==> config.mk <==
export PLATFORM = sky130hd
export DESIGN_NAME = vec_runner
export DESIGN_NICKNAME = d
export VERILOG_FILES = /design/src/rtl/test_pkg.sv /design/src/rtl/wait_counter.sv /design/src/rtl/vec_runner.sv
export SDC_FILE = /design/constraint.sdc
export NUM_CORES = 1
export LEC_CHECK = 0
export ABC_AREA = 1
export CAP_MARGIN = 20
export CORE_MARGIN = 1.5
export CORE_UTILIZATION = 31
export DETAILED_ROUTE_END_ITERATION = 8
export MAX_ROUTING_LAYER = met4
export PLACE_DENSITY = 0.85
export SYNTH_ARGS = -nofsm -noshare
export SYNTH_HDL_FRONTEND = slang
export SYNTH_SLANG_ARGS = --single-unit
==> constraint.sdc <==
create_clock -name clk -period 1.69 [get_ports clk]
set_input_delay 0.338 -clock clk [delete_from_list [all_inputs] [get_ports clk]]
set_output_delay 0.338 -clock clk [all_outputs]
set_load 0.02 [all_outputs]
==> src/rtl/test_pkg.sv <==
// Shared definitions for the vector runner: FSM state encoding and the
// width of the latency wait counter.
package test_pkg;

  typedef enum logic [2:0] {
    ST_IDLE  = 3'd0,
    ST_APPLY = 3'd1,
    ST_WAIT  = 3'd2,
    ST_CHECK = 3'd3,
    ST_DONE  = 3'd4
  } state_e;

  // Wide enough for the largest supported DUT latency of 15.
  localparam int CNT_W = 4;

endpackage

==> src/rtl/wait_counter.sv <==
// Loadable down-counter that paces the WAIT state of vec_runner.
// zero_next is high when the decrement in the current cycle reaches zero.
module wait_counter
  import test_pkg::*;
(
  input  logic             clk,
  input  logic             rst,
  input  logic             load,
  input  logic [CNT_W-1:0] load_val,
  input  logic             dec,
  output logic             zero_next
);

  logic [CNT_W-1:0] count_q, count_d;

  always_comb begin
    count_d = count_q;
    if (load) begin
      count_d = load_val;
    end else if (dec && (count_q != '0)) begin
      count_d = count_q - CNT_W'(1);
    end
  end

  always_ff @(posedge clk) begin
    if (rst) begin
      count_q <= '0;
    end else begin
      count_q <= count_d;
    end
  end

  assign zero_next = (count_q <= CNT_W'(1));

endmodule

==> src/rtl/vec_runner.sv <==
// Steps through DEPTH ROM vectors, drives each to a DUT with latency LAT,
// compares the response and reports error count, first failing index and pass.
module vec_runner
  import test_pkg::*;
#(
  parameter  int DEPTH = 16,
  parameter  int DW    = 32,
  parameter  int LAT   = 1,
  localparam int AW    = (DEPTH > 1) ? $clog2(DEPTH) : 1,
  localparam int EW    = $clog2(DEPTH + 1)
) (
  input  logic          clk,
  input  logic          rst,
  input  logic          start,
  output logic          finish,
  output logic [AW-1:0] vec_addr,
  input  logic [DW-1:0] vec_stim,
  input  logic [DW-1:0] vec_exp,
  output logic [DW-1:0] dut_in,
  output logic          dut_valid,
  input  logic [DW-1:0] dut_out,
  output logic [EW-1:0] err_cnt,
  output logic          pass,
  output logic [AW-1:0] fail_idx,
  output logic          fail_valid,
  output logic          busy
);

  state_e        state_q, state_d;
  logic [AW-1:0] vec_addr_q, vec_addr_d;
  logic [EW-1:0] err_cnt_q, err_cnt_d;
  logic [AW-1:0] fail_idx_q, fail_idx_d;
  logic          fail_valid_q, fail_valid_d;
  logic          cnt_load, cnt_dec, cnt_zero_next;

  wait_counter u_wait_counter (
    .clk       (clk),
    .rst       (rst),
    .load      (cnt_load),
    .load_val  (CNT_W'(LAT)),
    .dec       (cnt_dec),
    .zero_next (cnt_zero_next)
  );

  always_comb begin
    state_d      = state_q;
    vec_addr_d   = vec_addr_q;
    err_cnt_d    = err_cnt_q;
    fail_idx_d   = fail_idx_q;
    fail_valid_d = fail_valid_q;
    cnt_load     = (state_q == ST_APPLY);
    cnt_dec      = (state_q == ST_WAIT);

    unique case (state_q)
      ST_IDLE: begin
        if (start) begin
          state_d    = ST_APPLY;
          vec_addr_d = '0;
        end
      end
      ST_APPLY: begin
        state_d = (LAT > 0) ? ST_WAIT : ST_CHECK;
      end
      ST_WAIT: begin
        if (cnt_zero_next) begin
          state_d = ST_CHECK;
        end
      end
      ST_CHECK: begin
        if (dut_out != vec_exp) begin
          err_cnt_d = err_cnt_q + EW'(1);
          if (!fail_valid_q) begin
            fail_idx_d   = vec_addr_q;
            fail_valid_d = 1'b1;
          end
        end
        if (vec_addr_q == AW'(DEPTH - 1)) begin
          state_d = ST_DONE;
        end else begin
          vec_addr_d = vec_addr_q + AW'(1);
          state_d    = ST_APPLY;
        end
      end
      ST_DONE: begin
        state_d = ST_DONE;
      end
      default: begin
        state_d = ST_IDLE;
      end
    endcase
  end

  always_ff @(posedge clk) begin
    if (rst) begin
      state_q      <= ST_IDLE;
      vec_addr_q   <= '0;
      err_cnt_q    <= '0;
      fail_idx_q   <= '0;
      fail_valid_q <= 1'b0;
    end else begin
      state_q      <= state_d;
      vec_addr_q   <= vec_addr_d;
      err_cnt_q    <= err_cnt_d;
      fail_idx_q   <= fail_idx_d;
      fail_valid_q <= fail_valid_d;
    end
  end

  // The ROM is read combinationally from the registered address, so the
  // stimulus is simply gated by the registered APPLY state.
  assign dut_valid  = (state_q == ST_APPLY);
  assign dut_in     = dut_valid ? vec_stim : '0;
  assign finish     = (state_q == ST_DONE);
  assign pass       = (state_q == ST_DONE) && (err_cnt_q == '0);
  assign busy       = (state_q == ST_APPLY) || (state_q == ST_WAIT) || (state_q == ST_CHECK);
  assign vec_addr   = vec_addr_q;
  assign err_cnt    = err_cnt_q;
  assign fail_idx   = fail_idx_q;
  assign fail_valid = fail_valid_q;

endmodule
==> flow_summary.yaml <==
global_routing:
  grt.total_usage: 0.1876
  antenna_found_initial: 0
  grt_pass1_wl_mm: 9.370
  grt_pass1_vias: 2232
  grt_max_degree: 18
  grt_overflow: 0
timing:
  skew_ns: 0.004483
  fin_crit_sh: 0.9814
  finalCriticalPeriod_ns: 1.659
  hold_viol_final: 0
  tightest_slew_ns: 0.2573
  grt_setup_unrepaired: "true"
  finalMaxSlewViolations: 0
  fin_hold_ws_ns: 0.4974
  final-setup-viol-count: 0
  maxSlewHeadroom: 0.8269
  fmax_mhz: 602.9
  setup_slack_ns: 0.03144
  fin_setup_tns_ns: 0
clock_network:
  cts_max_level: 1
  cts_made_buffers: 3
  cts_tree: "built"
  clkTransAtPathRegs_ns: 0.08
  max-clock-path-buffers: 2
  clock_latency_ns: 0.27
  postCtsHoldBufs: 0
  clock_tree.root_cell: "clkbuf_8"
  cts.sinks: 21
die:
  die_area_sq_um: 6534
  die_y_um: 80.84
  start_util: 0.3191
  fp-row-count: 28
  io_pins: 149
  die_x_um: 80.84
  core-area_sq_um: 5886
route:
  wire_per_inst_um: 11.44
  dr.pass1.iters: 4
  drc: 0
  routed_via_density: 4.385
  wl_mm: 6.362
  route.vias.total: 2438
  drt_first_iter_violations: 55
  drtAntennaViolNets: 0
run:
  maxCapViolCount: 0
place:
  post-dp-hpwl_mm: 5.262
  dpl_cell_area_sq_um: 3535
  place_congestion: 0.7984
  port_buffers: 148
  preCtsSetupSlack_ns: -0.2545
  dp_cells: 546
critical_path:
  cp_max_fo: 17
  worstSetupStartpointType: "flip-flop"
  worstPathArrival_ns: 1.32
  path_class: "flip-flop to primary output"
  worstPathRequired_ns: 1.35
  end_kind: "primary output"
synth:
  synth_seq_area_share: 0.2239
  synth_common_cells: "inv_1, nand2_1, nor2_1"
  async_flop_share: 0
  synth_edf_count: 0
  ys.flop_type: "dfxtp_1"
  synth_area_leader_cell: "dfxtp_1"
  synth_most_common_cell: "inv_1"
  synth_top_area_frac: 0.2239
  syn-cell-area_sq_um: 1878
  syn_nets: 420
  synth_area_leaders: "dfxtp_1, inv_1, nand2_1, xnor2_1, nor2_1"
  syn_avg_cell_area_sq_um: 5.962
  syn-instance-count: 315
  ys_seq_elements: 21
  ys_warn_count: 0
  synth.distinct_cells: 31
power_and_ir_drop:
  powerDensity_nw_per_um2: 627.8
  finalPower_mw: 2.288
  leakage_nw: 1.807
  peakVddDrop_uv: 428.4
status:
  outcome: "complete, no violations"
layout:
  diodes: 0
  fin_cells: 556
  nNetsFinal: 587
  design_area_sq_um: 3643
  area_growth_pct: 94.00
  postLayoutCoreUtil: 0.6190
  drive_above_1_share: 0.2100
min_path:
  hold_path_class: "flip-flop to flip-flop"
-- timing repair --
action                                 4_1_cts  5_1_grt
setup endpoints to repair                   37       43
gates resized for setup                    150       68
buffers inserted                             2        3
pin swaps                                    1       13
endpoints found under the hold margin        0        0
gates cloned                                 1        0
-- logic make-up (layout without fill, tap and decap cells) --
| family | after synthesis | after routing | synth area share |
|---|---|---|---|
| simple gates | 151 | 151 | 0.3564 |
| buf+inv | 89 | 255 | 0.1819 |
| flops | 21 | 21 | 0.2238 |
| compound gates | 22 | 22 | 0.07662 |
| xor+xnor | 26 | 26 | 0.1213 |
| fa+ha+maj | 6 | 6 | 0.03997 |
-- final cells by class --
type,instances,area (sq um)
Fill cell,519,2242
Timing Repair Buffer,166,1562
Multi-Input combinational cell,205,1186
Sequential cell,21,426.7
Inverter,84,320.3
Tap cell,75,93.84
Clock buffer,3,41.29
Timing Repair inverter,1,8.758
Clock inverter,1,5.005
-- per-layer routing --
layer  GRT usage  routed length, um
met5           -                  0
met4     0.06379                153
met3     0.03034                484
met2      0.3883               3460
met1      0.1680               2263
-- flip-flops by register name, summed over array words and instances, names as in the netlist --
signal,flops
err_cnt,5
fail_idx,4
fail_valid,1
state_q,3
u_wait_counter.count_q,4
vec_addr,4
-- placed cells by master (no fill, tap or decap), drive strengths merged, types with 7 or more instances in the layout --
cell type,n
clkdlybuf4s50,105
nor3,7
buf,53
xnor2,24
dfxtp,21
a21oi,10
nand2,69
o21ai,7
nand3,9
inv,85
nor2,58
-- path summary, 6_finish.rpt --
kind,startpoint,endpoint,slack (ns),cells after the start
min reg2reg,err_cnt[4],err_cnt[4],0.50,2
max reg2reg,vec_addr[0],vec_addr[3],0.26,9
max,state_q[1],dut_in[12],0.03,5
min,err_cnt[4],err_cnt[4],0.50,2
-- worst max-delay path, stage by stage, from the launching register on --
cell and delay (ns):
dfxtp_4 0.36, nor3_4 0.23, buf_6 0.15, inv_6 0.06
nor2_1 0.10, buf_4 0.15
-- report_power, final --
group	total, mW	internal, mW	switching, mW	leakage (nW)
registers	0.582	0.546	0.0367	0.172
logic	1.37	0.670	0.699	1.61
clock network	0.337	0.165	0.172	0.0255
Power figures use the tool's default switching activity.
